`config.mk`:
```
export PLATFORM = sky130hd
export DESIGN_NAME = mem_port_arbiter
export DESIGN_NICKNAME = d
export VERILOG_FILES = /design/src/rtl/mips_pkg.sv /design/src/rtl/mem_port_arbiter_arb_rr2.sv /design/src/rtl/mem_port_arbiter.sv
export SDC_FILE = /design/constraint.sdc
export NUM_CORES = 1
export LEC_CHECK = 0
export BUFFER_PORTS_ARGS = -buffer_cell sky130_fd_sc_hd__buf_2
export CORE_MARGIN = 5
export CORE_UTILIZATION = 50
export DETAILED_ROUTE_END_ITERATION = 10
export PLACE_DENSITY = 0.82
export SYNTH_ARGS = -nofsm -noshare
export SYNTH_HDL_FRONTEND = slang
export SYNTH_SLANG_ARGS = --single-unit
```
`constraint.sdc`:
```
create_clock -name clk -period 3.25 [get_ports clk]
set_input_delay 0.65 -clock clk [delete_from_list [all_inputs] [get_ports clk]]
set_output_delay 0.65 -clock clk [all_outputs]
set_load 0.02 [all_outputs]
```
`src/rtl/mips_pkg.sv`:
```
// Shared state encoding, grant IDs and constants for the unified memory port arbiter.
package mips_pkg;

  typedef enum logic [1:0] {
    IDLE     = 2'd0,
    BUSY_IF  = 2'd1,
    BUSY_MEM = 2'd2
  } arb_state_e;

  localparam logic GNT_IF  = 1'b0;
  localparam logic GNT_MEM = 1'b1;

  localparam logic [31:0] ERR_DATA_DEFAULT = 32'hDEADBEEF;
  localparam int          TMO_CNT_W        = 8;

  function automatic arb_state_e busy_state(input logic gnt_id);
    return (gnt_id == GNT_MEM) ? BUSY_MEM : BUSY_IF;
  endfunction

endpackage

```
`src/rtl/mem_port_arbiter_arb_rr2.sv`:
```
// Two-requester picker: MEM has priority unless it won last time, which keeps IF from starving.
module arb_rr2
  import mips_pkg::*;
(
  input  logic clk,
  input  logic nrst,
  input  logic req_if,
  input  logic req_mem,
  input  logic mask_if,
  input  logic mask_mem,
  input  logic upd_en,
  output logic gnt_vld,
  output logic gnt_id
);

  logic last_mem_q, last_mem_d;
  logic eff_if, eff_mem;

  always_comb begin
    eff_if     = req_if  & ~mask_if;
    eff_mem    = req_mem & ~mask_mem;
    gnt_vld    = eff_if | eff_mem;
    gnt_id     = (eff_mem & (~eff_if | ~last_mem_q)) ? GNT_MEM : GNT_IF;
    last_mem_d = last_mem_q;
    if (upd_en && gnt_vld) last_mem_d = (gnt_id == GNT_MEM);
  end

  always_ff @(posedge clk or negedge nrst) begin
    if (!nrst) last_mem_q <= 1'b0;
    else       last_mem_q <= last_mem_d;
  end

endmodule

```
`src/rtl/mem_port_arbiter.sv`:
```
// Shares one variable-latency memory port between fetch and load/store; one bus
// transaction at a time, registered data/ack back to the winner, sticky abort on timeout.
module mem_port_arbiter
  import mips_pkg::*;
#(
  parameter int                ADDR_W      = 32,
  parameter int                DATA_W      = 32,
  parameter int                TIMEOUT_CYC = 64,
  parameter logic [DATA_W-1:0] ERR_DATA    = DATA_W'(ERR_DATA_DEFAULT)
) (
  input  logic              clk,
  input  logic              nrst,
  input  logic              i_IF_mem_Req,
  input  logic [ADDR_W-1:0] i_IF_mem_Addr,
  output logic [DATA_W-1:0] o_IF_mem_Data,
  output logic              o_IF_mem_Ack,
  input  logic              i_MEM_mem_MemRead,
  input  logic              i_MEM_mem_MemWrite,
  input  logic [ADDR_W-1:0] i_MEM_mem_DmemAddr,
  input  logic [DATA_W-1:0] i_MEM_mem_DmemDataW,
  output logic [DATA_W-1:0] o_MEM_mem_DmemDataR,
  output logic              o_MEM_mem_Ack,
  output logic              o_BUS_Req,
  output logic              o_BUS_We,
  output logic [ADDR_W-1:0] o_BUS_Addr,
  output logic [DATA_W-1:0] o_BUS_DataW,
  input  logic [DATA_W-1:0] i_BUS_DataR,
  input  logic              i_BUS_Ack,
  output logic              o_CTRL_Stall,
  output logic              o_CTRL_Timeout
);

  arb_state_e           state_q, state_d;
  logic                 bus_req_q, bus_req_d;
  logic                 bus_we_q, bus_we_d;
  logic [ADDR_W-1:0]    bus_addr_q, bus_addr_d;
  logic [DATA_W-1:0]    bus_dataw_q, bus_dataw_d;
  logic [DATA_W-1:0]    if_data_q, if_data_d;
  logic [DATA_W-1:0]    mem_data_q, mem_data_d;
  logic                 if_ack_q, if_ack_d;
  logic                 mem_ack_q, mem_ack_d;
  logic                 tmo_q, tmo_d;
  logic [TMO_CNT_W-1:0] cnt_q, cnt_d;

  logic              mem_req;
  logic              gnt_vld, gnt_id;
  logic              tmo_hit;
  logic [DATA_W-1:0] rd_data;

  assign mem_req = i_MEM_mem_MemRead | i_MEM_mem_MemWrite;

  // A requester whose Ack is showing this cycle is already served; masking it
  // stops the same held request from being granted a second time.
  arb_rr2 u_arb (
    .clk      (clk),
    .nrst     (nrst),
    .req_if   (i_IF_mem_Req),
    .req_mem  (mem_req),
    .mask_if  (if_ack_q),
    .mask_mem (mem_ack_q),
    .upd_en   (state_q == IDLE),
    .gnt_vld  (gnt_vld),
    .gnt_id   (gnt_id)
  );

  assign tmo_hit = (cnt_q == TMO_CNT_W'(TIMEOUT_CYC - 1));
  assign rd_data = i_BUS_Ack ? i_BUS_DataR : ERR_DATA;

  always_comb begin
    state_d     = state_q;
    bus_req_d   = bus_req_q;
    bus_we_d    = bus_we_q;
    bus_addr_d  = bus_addr_q;
    bus_dataw_d = bus_dataw_q;
    if_data_d   = if_data_q;
    mem_data_d  = mem_data_q;
    if_ack_d    = 1'b0;
    mem_ack_d   = 1'b0;
    tmo_d       = tmo_q;
    cnt_d       = cnt_q;
    case (state_q)
      IDLE: begin
        if (gnt_vld) begin
          state_d   = busy_state(gnt_id);
          bus_req_d = 1'b1;
          cnt_d     = '0;
          if (gnt_id == GNT_MEM) begin
            bus_we_d    = i_MEM_mem_MemWrite;
            bus_addr_d  = i_MEM_mem_DmemAddr;
            bus_dataw_d = i_MEM_mem_DmemDataW;
          end else begin
            bus_we_d   = 1'b0;
            bus_addr_d = i_IF_mem_Addr;
          end
        end
      end
      BUSY_IF, BUSY_MEM: begin
        // An ack on the final allowed cycle is a normal completion.
        if (i_BUS_Ack || tmo_hit) begin
          state_d   = IDLE;
          bus_req_d = 1'b0;
          if (!i_BUS_Ack) tmo_d = 1'b1;
          if (state_q == BUSY_IF) begin
            if_data_d = rd_data;
            if_ack_d  = 1'b1;
          end else begin
            if (!bus_we_q) mem_data_d = rd_data;
            mem_ack_d = 1'b1;
          end
        end else begin
          cnt_d = cnt_q + 1'b1;
        end
      end
      default: state_d = IDLE;
    endcase
  end

  always_ff @(posedge clk or negedge nrst) begin
    if (!nrst) begin
      state_q     <= IDLE;
      bus_req_q   <= 1'b0;
      bus_we_q    <= 1'b0;
      bus_addr_q  <= '0;
      bus_dataw_q <= '0;
      if_data_q   <= '0;
      mem_data_q  <= '0;
      if_ack_q    <= 1'b0;
      mem_ack_q   <= 1'b0;
      tmo_q       <= 1'b0;
      cnt_q       <= '0;
    end else begin
      state_q     <= state_d;
      bus_req_q   <= bus_req_d;
      bus_we_q    <= bus_we_d;
      bus_addr_q  <= bus_addr_d;
      bus_dataw_q <= bus_dataw_d;
      if_data_q   <= if_data_d;
      mem_data_q  <= mem_data_d;
      if_ack_q    <= if_ack_d;
      mem_ack_q   <= mem_ack_d;
      tmo_q       <= tmo_d;
      cnt_q       <= cnt_d;
    end
  end

  assign o_IF_mem_Data       = if_data_q;
  assign o_IF_mem_Ack        = if_ack_q;
  assign o_MEM_mem_DmemDataR = mem_data_q;
  assign o_MEM_mem_Ack       = mem_ack_q;
  assign o_BUS_Req           = bus_req_q;
  assign o_BUS_We            = bus_we_q;
  assign o_BUS_Addr          = bus_addr_q;
  assign o_BUS_DataW         = bus_dataw_q;
  assign o_CTRL_Timeout      = tmo_q;
  assign o_CTRL_Stall        = (i_IF_mem_Req & ~if_ack_q) | (mem_req & ~mem_ack_q);

endmodule

```
==> run metrics <==
Core ar. 0.0114 sq mm; routed vias 4778; EDFF count, synth 0; Reg clk slew, reported paths 60 ps; DIE AREA 0.0138 sq mm; worst rel slew slack 38.3%; clk_lat worst skew 410 ps; Die Ht 118 um; Yosys reg bits 144; # hold bufs at CTS 0; Final Hold Fails 0; syn_nets 551; FP Rows 39; # fillers 832; Synth Instances 414; clock skew 7.51 ps; wire length per cell 19.8 um; Fmax 398 MHz; min Tclk post-route 2510 ps; die width 118 um; highest-count cells in the layout ignoring fill and taps buf_2 (266), dfrtp_1 (144), a22o_1 (51), o22a_1 (46), a21o_1 (34); Ant. Diodes 0; total power 0.00951 W; MaxCap Viol Count 0; DR vias/cell 5.69; initial antenna violation count 0; Fin Hold WS 201 ps; Remaining DRCs 0; Synthesis Warnings 0; P&R area growth vs syn 35.7%; synth unique cells 44; antenna-violating nets left 0; CTS tree yes; Peak VDD IR 0.000820 V; most common cell after layout, fill and taps aside buf_2; # clock sinks 144; Max Slew Vio Count 0; GRT Util Overall 24.2%; H-tree Lvls 4; Comb pwr share 45.2%; Worst EP required 3540 ps; CTS resizes 0; CP arrival 2800 ps; first-pass GRT wire length 26900 um; RSZ-0062 raised after global routing false; syn_area_per_cell 14.0 sq um; P_sw 0.00376 W; Int Power 0.00574 W; cts bufs inserted 17; final setup fails 0; Main synth FF type dfrtp_1; postcts setup bufs 0; pin count of the biggest net entering global routing 67; cell area after synthesis 0.00580 sq mm; initial core utilization 51.0%; Hold Crit Class input port to async pin; sequential cell area fraction in the yosys report 62.2%; r2r setup slk 740 ps; CP max stage delay 530 ps; endpoint class of the critical path register; Iter 0 DRT Violations 320; First-pass DRT Iterations 5; actual slew at the worst max-slew pin 919 ps; worst r2r src state_q[0]; Clock power frac 21.5%; I/O pins 268; Critical Path End o_MEM_mem_DmemDataR[31]; Setup crit start state_q[0]; final core area utilization 69.2%; vias in the first global route 5078; slowest CP cell nand2_1; setup_tns 0 ps; clk root buf clkbuf_16; detailed placement HPWL 12100 um; Longest Clk Path Bufs 2; CP Class register to register; Switching Share 39.6%; WL final 16600 um; routability cong. 0.882; LEAKAGE 4.05 nW; Overflow after GRT 0; final cycle utilization of the critical path 77.2%; Critical Path Fanout Max 23; cells along the critical path inv_1 -> ha_1 -> nand2b_1 -> nor2_1 -> nand2_1 -> o22a_1; NumNets Final 820; P per Cell Area 1210 mW/mm^2; Critical R2R Capture o_MEM_mem_DmemDataR[31]; CP startpoint kind register; Seq pwr share 33.3%; Port Buf Inserts 267; R2R depth 6; layout cells sized above 1 50.3%; status completed; Async SR Flop Fraction 100%
[stage by stage]
stage                     area, sq um  setup slack [ps]  instances
after CTS                        7870               766        839
after global placement           7240               957        807
final                            7870               739        839
after floorplan                  5800              1360        414
after global routing             7870               544        839
after detailed placement         7240               790        807
[flip-flops by register name, summed over array words and instances (netlist names)]
signal and count:
o_CTRL_Timeout 1, o_IF_mem_Ack 1, u_arb.last_mem_q 1, o_BUS_Req 1
state_q 2, o_MEM_mem_DmemDataR 32, o_BUS_We 1, o_BUS_Addr 32
cnt_q 8, o_MEM_mem_Ack 1, o_IF_mem_Data 32, o_BUS_DataW 32
[layer usage]
layer	global-route usage, %	routed length [um]	part of all wire (%)	vias up
met5	0	0	0	-
met1	29.3	6230	37	2394
met2	39.1	8330	50	237
met3	9.85	1770	11	24
li1	-	-	-	2123
met4	8.67	297	1.8	0
[area by class of cell]
| cell class | count | area [sq um] | area share (%) |
|---|---|---|---|
| Clock buffer | 18 | 439 | 5.58 |
| Timing Repair Buffer | 274 | 1420 | 18.1 |
| Clock inverter | 14 | 189 | 2.40 |
| Tap cell | 143 | 179 | 2.27 |
| Inverter | 10 | 40.0 | 0.509 |
| Multi-Input combinational cell | 236 | 2000 | 25.4 |
| Sequential cell | 144 | 3600 | 45.8 |
[worst max-delay path, delay by kind of cell, from the launching register on]
| kind | cells | cell delay, ps |
|---|---|---|
| buf+inv | 1 | 60 |
| simple gates | 3 | 1020 |
| compound gates | 1 | 400 |
| flops | 1 | 380 |
| fa+ha+maj | 1 | 520 |
[power by group through the flow]
stage                     clock network, W  logic (W)  registers [W]
final                              0.00204    0.00430        0.00317
after global routing               0.00217    0.00462        0.00327
after CTS                          0.00208    0.00435        0.00316
after detailed placement                 0    0.00432        0.00317
after global placement                   0    0.00420        0.00312
after floorplan                          0    0.00190        0.00413
[worst min path at each step]
stage / cells after the start / start / to / slack, ps
after floorplan: 0 / nrst / cnt_q[0] / 350
after global placement: 1 / o_CTRL_Timeout / o_CTRL_Timeout / 450
after detailed placement: 1 / o_CTRL_Timeout / o_CTRL_Timeout / 450
after CTS: 1 / nrst / o_BUS_DataW[29] / 210
after global routing: 1 / nrst / o_BUS_DataW[28] / 250
final: 1 / nrst / o_BUS_DataW[11] / 200
[synthesized netlist by cell type (5+ instances only)]
cell type / number / share of area, %
mux2_2: 28 / 5.4
a21o_1: 34 / 4.4
buf_2: 10 / 0.86
inv_1: 9 / 0.58
dfrtp_1: 144 / 62
nor2_1: 6 / 0.39
o22a_1: 46 / 7.0
buf_6: 8 / 1.6
o21ai_0: 9 / 0.78
nand2_1: 5 / 0.32
a22o_1: 51 / 7.7
a21oi_1: 5 / 0.43
nand3_1: 7 / 0.60
clkbuf_1: 5 / 0.32
[kinds of logic after synthesis]
logic type | Yosys count | share of synthesized area, %
DFF | 144 | 62.2
AOI/OAI and AO/OA | 161 | 22.9
muxes | 34 | 6.56
and+or+nand+nor | 38 | 4.17
buffers and inverters | 34 | 3.56
adders and majority gates | 3 | 0.648
Note: power is estimated with default switching activity, not from simulation.
